### config.mk
export PLATFORM = sky130hd
export DESIGN_NAME = poly_dispatch_host
export DESIGN_NICKNAME = d
export VERILOG_FILES = /design/src/rtl/poly_dispatch_host.sv
export SDC_FILE = /design/constraint.sdc
export NUM_CORES = 1
export LEC_CHECK = 0
export BUFFER_PORTS_ARGS = -buffer_cell sky130_fd_sc_hd__clkbuf_2
export CORE_ASPECT_RATIO = 1.2
export CORE_MARGIN = 5
export CORE_UTILIZATION = 56
export CTS_CLUSTER_DIAMETER = 120
export DETAILED_ROUTE_END_ITERATION = 10
export PLACE_DENSITY = 0.79
export SETUP_SLACK_MARGIN = 0.02
export SLEW_MARGIN = 20
export SYNTH_ARGS = -nofsm -noshare
export SYNTH_HDL_FRONTEND = slang
export SYNTH_SLANG_ARGS = --single-unit
### constraint.sdc
create_clock -name clk -period 3.2 [get_ports clk]
set_clock_uncertainty 0.15 [all_clocks]
set_input_delay 0.64 -clock clk [delete_from_list [all_inputs] [get_ports clk]]
set_output_delay 0.64 -clock clk [all_outputs]
set_load 0.01 [all_outputs]
### src/rtl/poly_dispatch_host.sv
// Host-side initiator for the polynomial-search UART protocol: dispatches jobs and collects
// unsolicited SIG_FOUND results. Optional counters are enabled by POLY_DISPATCH_STATS_EN.
module poly_dispatch_host #(
    parameter int unsigned BYTES   = 4,
    parameter logic [23:0] TIMEOUT = 24'd12_000_000
) (
    input  logic               clk,
    input  logic               res,
    input  logic [BYTES*8-1:0] job_word,
    input  logic               job_valid,
    output logic               job_done,
    output logic               job_err,
    output logic [7:0]         tx_data,
    output logic               tx_valid,
    input  logic               tx_load,
    input  logic [7:0]         rx_data,
    input  logic               rx_take,
    output logic [BYTES*8-1:0] result_word,
    output logic               result_valid,
    output logic               fail_seen,
    output logic               timeout,
    output logic               proto_err,
`ifdef POLY_DISPATCH_STATS_EN
    output logic [15:0]        stat_ack,
    output logic [15:0]        stat_err,
    output logic [15:0]        stat_found,
    output logic [15:0]        stat_fail,
`endif
    output logic               busy
);

    localparam int unsigned W  = BYTES * 8;
    localparam int unsigned IW = $clog2(BYTES + 1);

    localparam logic [IW-1:0] IdxOne  = IW'(1);
    localparam logic [IW-1:0] IdxLast = IW'(BYTES - 1);
    localparam logic [IW-1:0] IdxFull = IW'(BYTES);

    localparam logic [7:0] CodeStart  = 8'hF0;
    localparam logic [7:0] CodeEnd    = 8'hFF;
    localparam logic [7:0] CodeAck    = 8'hF1;
    localparam logic [7:0] CodeErr    = 8'hEE;
    localparam logic [7:0] CodeFail   = 8'hF2;
    localparam logic [7:0] CodeFound  = 8'hF3;
    localparam logic [7:0] CodeCanRec = 8'hF4;

    typedef enum logic [2:0] {
        StIdle,
        StSendStart,
        StWaitCan,
        StSendData,
        StSendEnd,
        StWaitAck,
        StSendFack,
        StRecvPoly
    } state_e;

    state_e         state_q, state_d;
    logic [W-1:0]   buff_q, buff_d;
    logic [W-1:0]   rbuf_q, rbuf_d;
    logic [W-1:0]   result_q, result_d;
    logic           result_valid_q, result_valid_d;
    logic [IW-1:0]  idx_q, idx_d;
    logic [23:0]    tmo_q, tmo_d;
    logic           expired;

    assign expired      = (tmo_q <= 24'd1);
    assign result_word  = result_q;
    assign result_valid = result_valid_q;
    assign busy         = (state_q != StIdle);

    always_comb begin
        state_d        = state_q;
        buff_d         = buff_q;
        rbuf_d         = rbuf_q;
        result_d       = result_q;
        result_valid_d = 1'b0;
        idx_d          = idx_q;
        tmo_d          = tmo_q;
        tx_valid       = 1'b0;
        tx_data        = 8'h00;
        job_done       = 1'b0;
        job_err        = 1'b0;
        fail_seen      = 1'b0;
        timeout        = 1'b0;
        proto_err      = 1'b0;

        unique case (state_q)
            StIdle: begin
                // A pending SIG_FOUND report always wins over a new job.
                if (rx_take && rx_data == CodeFound) begin
                    state_d = StSendFack;
                end else if (rx_take && rx_data == CodeFail) begin
                    fail_seen = 1'b1;
                end else if (job_valid) begin
                    buff_d  = job_word;
                    state_d = StSendStart;
                end
            end

            StSendStart: begin
                tx_valid = 1'b1;
                tx_data  = CodeStart;
                if (tx_load) begin
                    state_d = StWaitCan;
                    tmo_d   = TIMEOUT;
                end
            end

            StWaitCan: begin
                tmo_d = tmo_q - 24'd1;
                if (rx_take) begin
                    tmo_d = TIMEOUT;
                    if (rx_data == CodeCanRec) begin
                        state_d = StSendData;
                        idx_d   = '0;
                    end else if (rx_data == CodeFound) begin
                        // Job stays on job_valid and is restarted from idle afterwards.
                        state_d = StSendFack;
                    end else if (rx_data == CodeFail) begin
                        fail_seen = 1'b1;
                    end
                end else if (expired) begin
                    timeout = 1'b1;
                    state_d = StIdle;
                end
            end

            StSendData: begin
                tx_valid = 1'b1;
                tx_data  = buff_q[7:0];
                if (tx_load) begin
                    buff_d = buff_q >> 8;
                    idx_d  = idx_q + IdxOne;
                    if (idx_q == IdxLast) begin
                        state_d = StSendEnd;
                    end
                end
            end

            StSendEnd: begin
                tx_valid = 1'b1;
                tx_data  = CodeEnd;
                if (tx_load) begin
                    state_d = StWaitAck;
                    tmo_d   = TIMEOUT;
                end
            end

            StWaitAck: begin
                tmo_d = tmo_q - 24'd1;
                if (rx_take) begin
                    tmo_d = TIMEOUT;
                    if (rx_data == CodeAck) begin
                        job_done = 1'b1;
                        state_d  = StIdle;
                    end else if (rx_data == CodeErr) begin
                        job_done = 1'b1;
                        job_err  = 1'b1;
                        state_d  = StIdle;
                    end else if (rx_data == CodeFail) begin
                        fail_seen = 1'b1;
                    end
                end else if (expired) begin
                    timeout = 1'b1;
                    state_d = StIdle;
                end
            end

            StSendFack: begin
                tx_valid = 1'b1;
                tx_data  = CodeAck;
                if (tx_load) begin
                    state_d = StRecvPoly;
                    idx_d   = '0;
                    rbuf_d  = '0;
                    tmo_d   = TIMEOUT;
                end
            end

            StRecvPoly: begin
                tmo_d = tmo_q - 24'd1;
                if (rx_take) begin
                    tmo_d = TIMEOUT;
                    if (idx_q != IdxFull) begin
                        // Shift in from the top so the first byte ends up least significant.
                        rbuf_d = (rbuf_q >> 8) | (W'(rx_data) << (W - 8));
                        idx_d  = idx_q + IdxOne;
                    end else if (rx_data == CodeEnd) begin
                        result_d       = rbuf_q;
                        result_valid_d = 1'b1;
                        state_d        = StIdle;
                    end else begin
                        proto_err = 1'b1;
                        state_d   = StIdle;
                    end
                end else if (expired) begin
                    timeout = 1'b1;
                    state_d = StIdle;
                end
            end

            default: state_d = StIdle;
        endcase

        if (res) begin
            tx_valid  = 1'b0;
            tx_data   = 8'h00;
            job_done  = 1'b0;
            job_err   = 1'b0;
            fail_seen = 1'b0;
            timeout   = 1'b0;
            proto_err = 1'b0;
        end
    end

    always_ff @(posedge clk) begin
        if (res) begin
            state_q        <= StIdle;
            buff_q         <= '0;
            rbuf_q         <= '0;
            result_q       <= '0;
            result_valid_q <= 1'b0;
            idx_q          <= '0;
            tmo_q          <= '0;
        end else begin
            state_q        <= state_d;
            buff_q         <= buff_d;
            rbuf_q         <= rbuf_d;
            result_q       <= result_d;
            result_valid_q <= result_valid_d;
            idx_q          <= idx_d;
            tmo_q          <= tmo_d;
        end
    end

`ifdef POLY_DISPATCH_STATS_EN
    logic [15:0] stat_ack_q, stat_err_q, stat_found_q, stat_fail_q;

    assign stat_ack   = stat_ack_q;
    assign stat_err   = stat_err_q;
    assign stat_found = stat_found_q;
    assign stat_fail  = stat_fail_q;

    always_ff @(posedge clk) begin
        if (res) begin
            stat_ack_q   <= '0;
            stat_err_q   <= '0;
            stat_found_q <= '0;
            stat_fail_q  <= '0;
        end else begin
            if (job_done && !job_err && stat_ack_q != 16'hFFFF) begin
                stat_ack_q <= stat_ack_q + 16'd1;
            end
            if (job_done && job_err && stat_err_q != 16'hFFFF) begin
                stat_err_q <= stat_err_q + 16'd1;
            end
            if (result_valid_d && stat_found_q != 16'hFFFF) begin
                stat_found_q <= stat_found_q + 16'd1;
            end
            if (fail_seen && stat_fail_q != 16'hFFFF) begin
                stat_fail_q <= stat_fail_q + 16'd1;
            end
        end
    end
`endif

endmodule

==> out/metrics.cfg, run 1 <==
[clock_network]
cts_tree = yes
cts_max_level = 4
clk_latency_ns = 0.41
cts.sinks = 127
numCtsBuffers = 17
clkTransAtPathRegs_ns = 0.05
clockBufferDepth = 2
ctsHoldBuffers = 0
cts_resized = 1
post_cts_buffers = 0
root_buffer = clkbuf_16

[placement]
io_buffers = 92
place.gp.congestion = 0.928
dp_hpwl_um = 10000

[detailed_routing]
drt-initial-drc-count = 407
drc = 0
via_count = 5446
ant_nets = 0
first_pass_iters = 5
routedWlPerCell_um = 15.3
wl_um = 14400
vias_per_cell = 5.80

[hold_path]
min-delay-start = buff_q[30]
hp-class = flip-flop to flip-flop

[sta]
fin_crit_ns = 2.97
tns_ns = 0
hold_viol_final = 0
drv_slew = 0
rsz0062_at_grt = false
tightest_slew_ns = 0.836
fmax_mhz = 337
setup_viol = 0
slew_headroom_pct = 44.3
fin_crit_sh_pct = 92.7

[critical_path]
r2r-start = state_q[0]
crit_start = tmo_q[3]
path_max_fanout = 6
worstReg2RegEnd = buff_q[13]
crit_required_ns = 2.41
critical_path.endpoint_type = output port
start_kind = flip-flop
cp.arrival_ns = 2.18
critical_path.endpoint = timeout
criticalPathCategory = flip-flop to output port
r2r_slack_ns = 0.60
ff2ff_path_depth = 5

[logic_synthesis]
yosysWarnings = 0
mappedNetlistArea_um2 = 5770
synth_nets = 779
synthFlopType = dfxtp_1
ys_top_cells_by_area = dfxtp_1 44%, nand2_1 11%, a21oi_1 8.8%
synth_largest_area_cell = dfxtp_1
synth-edff-count = 0
synth_common_cells = 175 x nand2_1, 127 x dfxtp_1, 101 x a21oi_1
synth.most_common_cell = nand2_1
seq_area_frac_synth_pct = 44.1
synthDominantCellAreaShare_pct = 44.1
synthArstFlopShare_pct = 0
synth_cell_types = 56
avgSynthCellArea_um2 = 7.91
ys_ff_latch = 127
synthCells = 729

[final_layout]
diodes = 0
area_growth_pct = 18.8
n_fill_cell = 809
drive_gt1_share_pct = 21.9
num-nets-final = 853

[floorplanning]
num_io_pins = 93
die_w_um = 103
placementRows = 40
core_um2 = 10100
start_util_pct = 57.4
die_h_um = 121
die-area_um2 = 12400

[power_and_ir_drop]
combPwrFrac_pct = 29.0
p_sw_share_pct = 32.8
intPower_mw = 3.68
ir_drop_v = 0.000394
finalPower_mw = 5.48
seqPwrFrac_pct = 37.4
clockPowerShare_pct = 33.6
p_sw_mw = 1.80
power.density_nw_per_um2 = 799
cellLeakagePower_nw = 2.58

[global_routing]
grt_pass1_vias = 5110
grt_max_degree = 65
grt_usage_pct = 23.9
grt_antenna_before_repair = 0
overflow = 0
grt_pass1_wl_um = 23700

[flow_run]
maxCapViolCount = 0

[status]
status = finished clean

[logic make-up (layout without fill, tap and decap cells)]
logic type	after synthesis	count (layout)	share of synthesized area, %
mux	3	3	0.542
flops	127	127	44.1
simple gates	351	351	27.1
xor+xnor	20	20	3.04
compound gates	158	158	19.2
buf+inv	65	149	4.99
fa+ha+maj	5	5	1.08
[critical path, stage by stage, from the launching register on]
cell and delay [ns]:
dfxtp_1 0.36, nor4_2 0.43, nand3_1 0.24, nor3_2 0.33
nor3b_1 0.23, clkbuf_2 0.17
[worst min path at each step]
| stage | endpoint | slack (ns) | cells past startpoint |
|---|---|---|---|
| final | buff_q[30] | 0.30 | 2 |
| after detailed placement | buff_q[30] | 0.29 | 2 |
| after CTS | buff_q[30] | 0.30 | 2 |
| after floorplan | result_word[0] | 0.28 | 2 |
| after global routing | buff_q[29] | 0.31 | 3 |
| after global placement | buff_q[31] | 0.29 | 2 |
[cell usage in the layout (no fill, tap or decap), types with 4 or more instances in the layout]
cell type	count
dfxtp_1	124
nand2_1	175
o21ai_0	9
nand3_1	49
ha_1	5
nor2_1	62
buf_4	16
nor4_1	6
clkbuf_16	17
a21oi_1	101
nand4_1	6
inv_1	13
xnor2_1	16
a311oi_2	24
xor2_1	4
nand2b_1	5
clkbuf_2	91
o21ai_1	4
nor3_1	15
[final cells by class]
type                            count  area, um^2  share of cell area (%)
Tap cell                          126         158                    2.30
Sequential cell                   127        2550                    37.2
Inverter                           13        48.8                   0.712
Clock inverter                      6        85.1                    1.24
Clock buffer                       23         478                    6.97
Timing Repair Buffer              107         576                    8.40
Multi-Input combinational cell    537        2960                    43.2
[registers in the layout, summed over array words and instances (netlist names)]
| signal | count |
|---|---|
| state_q | 3 |
| tmo_q | 24 |
| buff_q | 32 |
| result_valid | 1 |
| idx_q | 3 |
| rbuf_q | 32 |
| result_word | 32 |
[layer usage]
layer	GRT usage (%)	up-vias	part of all wire, %
met4	11.6	0	3.5
met5	0	-	0
met1	27.8	2530	39
li1	-	2657	-
met3	5.81	37	7.2
met2	40.5	222	50
[power by group through the flow]
stage / combinational [mW] / clock, mW / sequential [mW]
global route: 1.76 / 1.94 / 2.08
finish: 1.59 / 1.84 / 2.05
CTS: 1.58 / 1.86 / 2.04
floorplan: 1.29 / 0 / 1.99
detailed placement: 1.55 / 0 / 2.06
global placement: 1.49 / 0 / 2.05
[metrics by stage]
stage / area (um^2) / utilization, % / setup WS (ns) / instances / hold WS [ns]
floorplan: 5770 / - / 0.575 / 729 / 0.282
global placement: 6270 / 62.4 / 0.332 / 910 / 0.289
detailed placement: 6270 / 62.4 / 0.282 / 910 / 0.294
CTS: 6840 / 68.0 / 0.0884 / 939 / 0.303
global route: 6850 / 68.1 / 0.0740 / 939 / 0.306
finish: 6850 / 68.1 / 0.234 / 939 / 0.300
Note: power is estimated with default switching activity, not from simulation.
==> run 2: changes to the inputs <==
Settings changed: CELL_PAD_IN_SITES_DETAIL_PLACEMENT set to 1, CELL_PAD_IN_SITES_GLOBAL_PLACEMENT set to 1, CORE_UTILIZATION 56 to 41, PLACE_DENSITY 0.79 to unset, PLACE_DENSITY_LB_ADDON set to 0.1.
==> run 2 against run 1 <==
Register-to-register slack gained 0.18 ns. Sequential share of layout area shrank 0.93 points. Combinational power grew 6%. Setup slack gained 0.013 ns. Hold slack is essentially flat. Sequential power is essentially flat. Power grew 6.2%. Final cell count grew 5.5%. Maximum frequency grew 0.45%. First-iteration DRC count shrank 27%. Critical endpoint unchanged.
==> out/metrics.cfg, run 2 (same netlist as run 1, synthesis figures left out) <==
[status]
status = finished clean

[global_routing]
grt_usage_pct = 20.5  ; -3.4 points
grt_antenna_before_repair = 0  ; unchanged
use_met2_pct = 35.7  ; -4.8 points
use_met1_pct = 24.1  ; -3.7 points
grt_use_met3_pct = 5.93  ; +0.12 points
top_usage_layer = met2
grt_pass1_wl_um = 28000  ; +18%
overflow = 0  ; unchanged
grt_pass1_vias = 5606  ; +9.7%
grt_max_degree = 57  ; -12%

[critical_path]
cp.arrival_ns = 2.16  ; -0.02 ns
r2r-start = state_q[1]
criticalPathCategory = flip-flop to output port
crit_required_ns = 2.41  ; about the same
worstReg2RegEnd = tmo_q[10]
critical_path.endpoint_type = output port
start_kind = flip-flop
path_max_fanout = 6  ; unchanged
ff2ff_path_depth = 7  ; +2
r2r_slack_ns = 0.78  ; +0.18 ns

[hold_path]
hp-class = flip-flop to flip-flop
min-delay-start = rbuf_q[2]
min_to = result_word[2]
worstHoldPathCells = 2  ; unchanged

[sta]
hold_viol_final = 0  ; unchanged
hold_slack_ns = 0.299  ; -0.000235 ns
fmax_mhz = 339  ; +0.45%
rsz0062_at_grt = false
setup_viol = 0  ; unchanged
tns_ns = 0  ; unchanged
fin_crit_sh_pct = 92.3  ; -0.41 points
fin_crit_ns = 2.95  ; -0.0132 ns
drv_slew = 0  ; unchanged
tightest_slew_ns = 0.623  ; -0.213 ns
slew_headroom_pct = 58.2  ; +14 points

[floorplanning]
start_util_pct = 41.7  ; -16 points
core_um2 = 13800  ; +37%
num_io_pins = 93  ; unchanged
placementRows = 47  ; +18%
die-area_um2 = 16600  ; +33%
die_w_um = 118  ; +15%
die_h_um = 140  ; +15%

[final_layout]
n_fill_cell = 1694  ; +110%
final_common_cell = nand2_1
area_growth_pct = 21.7
layout_common_cells = 175 x nand2_1, 126 x dfxtp_1, 101 x a21oi_1
num-nets-final = 857  ; +0.47%
final_area_um2 = 7020  ; +2.5%
layoutNonFillerInstCount = 991  ; +5.5%
finish.utilization_pct = 50.8  ; -17 points
diodes = 0  ; unchanged
drive_gt1_share_pct = 22.2  ; +0.30 points

[detailed_routing]
first_pass_iters = 4  ; -1
ant_nets = 0  ; unchanged
routedWlPerCell_um = 16.9  ; +11%
drc = 0  ; unchanged
wl_um = 16800  ; +17%
drt-initial-drc-count = 296  ; -27%
via_count = 5392  ; -0.99%
vias_per_cell = 5.44  ; -6.2%

[placement]
placedInstanceArea_um2 = 6370  ; +1.6%
place.gp.congestion = 0.856  ; -7.7%
dp_hpwl_um = 11800  ; +18%
io_buffers = 92  ; unchanged
placedCellCount = 959  ; +5.4%

[clock_network]
root_buffer = clkbuf_16
ctsHoldBuffers = 0  ; unchanged
cts_max_level = 4  ; unchanged
clkTransAtPathRegs_ns = 0.06  ; about the same
clk_latency_ns = 0.42  ; about the same
numCtsBuffers = 17  ; unchanged
cts.sinks = 127  ; unchanged
cts_tree = yes
clockBufferDepth = 2  ; unchanged

[power_and_ir_drop]
power.density_nw_per_um2 = 828  ; +3.7%
ir_drop_v = 0.000358  ; -9.1%
cellLeakagePower_nw = 2.65  ; +2.6%

[flow_run]
maxCapViolCount = 0  ; unchanged

==> run 2: cell count changes in the layout (fill, tap and decap cells not counted), sizes merged <==
| cell | delta |
|---|---|
| bufinv | +3 |
| clkbuf | -2 |
| clkinvlp | -1 |
| buf | +4 |
| clkinv | +3 |
==> run 2: metrics by stage <==
step | total power [mW] | worst slack (ns)
6_report | 5.82 | 0.247
5_1_grt | 6.16 | 0.0900
4_1_cts | 5.87 | 0.144
3_5_place_dp | 3.71 | 0.282
3_3_place_gp | 3.65 | 0.385
2_1_floorplan | 3.27 | 0.575
==> run 2: worst max path at each step <==
stage,startpoint,endpoint,cells past startpoint
after floorplan,rx_take,job_err,5
after global placement,rx_data[2],fail_seen,5
after detailed placement,rx_data[2],fail_seen,5
after CTS,state_q[2],job_err,5
after global routing,state_q[0],job_err,5
final,tmo_q[3],timeout,6
==> run 2: critical path, cell delays in order, from the launching register on <==
cell	delay (ns)
dfxtp_1	0.36
nor4_1	0.30
buf_4	0.17
nand3_1	0.15
nor3_1	0.29
nor3b_1	0.29
clkbuf_2	0.19
==> run 2: metal layers <==
metal	vias up	routed length, um
li1	2661	-
met1	2594	7000
met2	114	8550
met3	23	875
met4	0	339
met5	-	0
==> run 2: repair_timing <==
item / in CTS / in global routing
setup buffers: 0 / 0
setup endpoints to repair: 0 / 1
gates resized for setup: 0 / 1
==> run 2: cell type report <==
cell class              instances  area (um^2)  area share (%)
multi-input cells             537         2950            42.0
flip-flops and latches        127         2540            36.2
repair buffers                111          618            8.80
clock buffers                  21          460            6.56
well taps                     171          214            3.05
clock inverters                11          186            2.66
inverters                      13         48.8           0.695
==> run 2: report_power, final <==
part / internal [mW] / switching [mW] / total (mW)
clock network: 1.42 / 0.699 / 2.12
registers: 1.83 / 0.194 / 2.02
logic: 0.690 / 0.988 / 1.68
total: 3.94 / 1.88 / 5.82
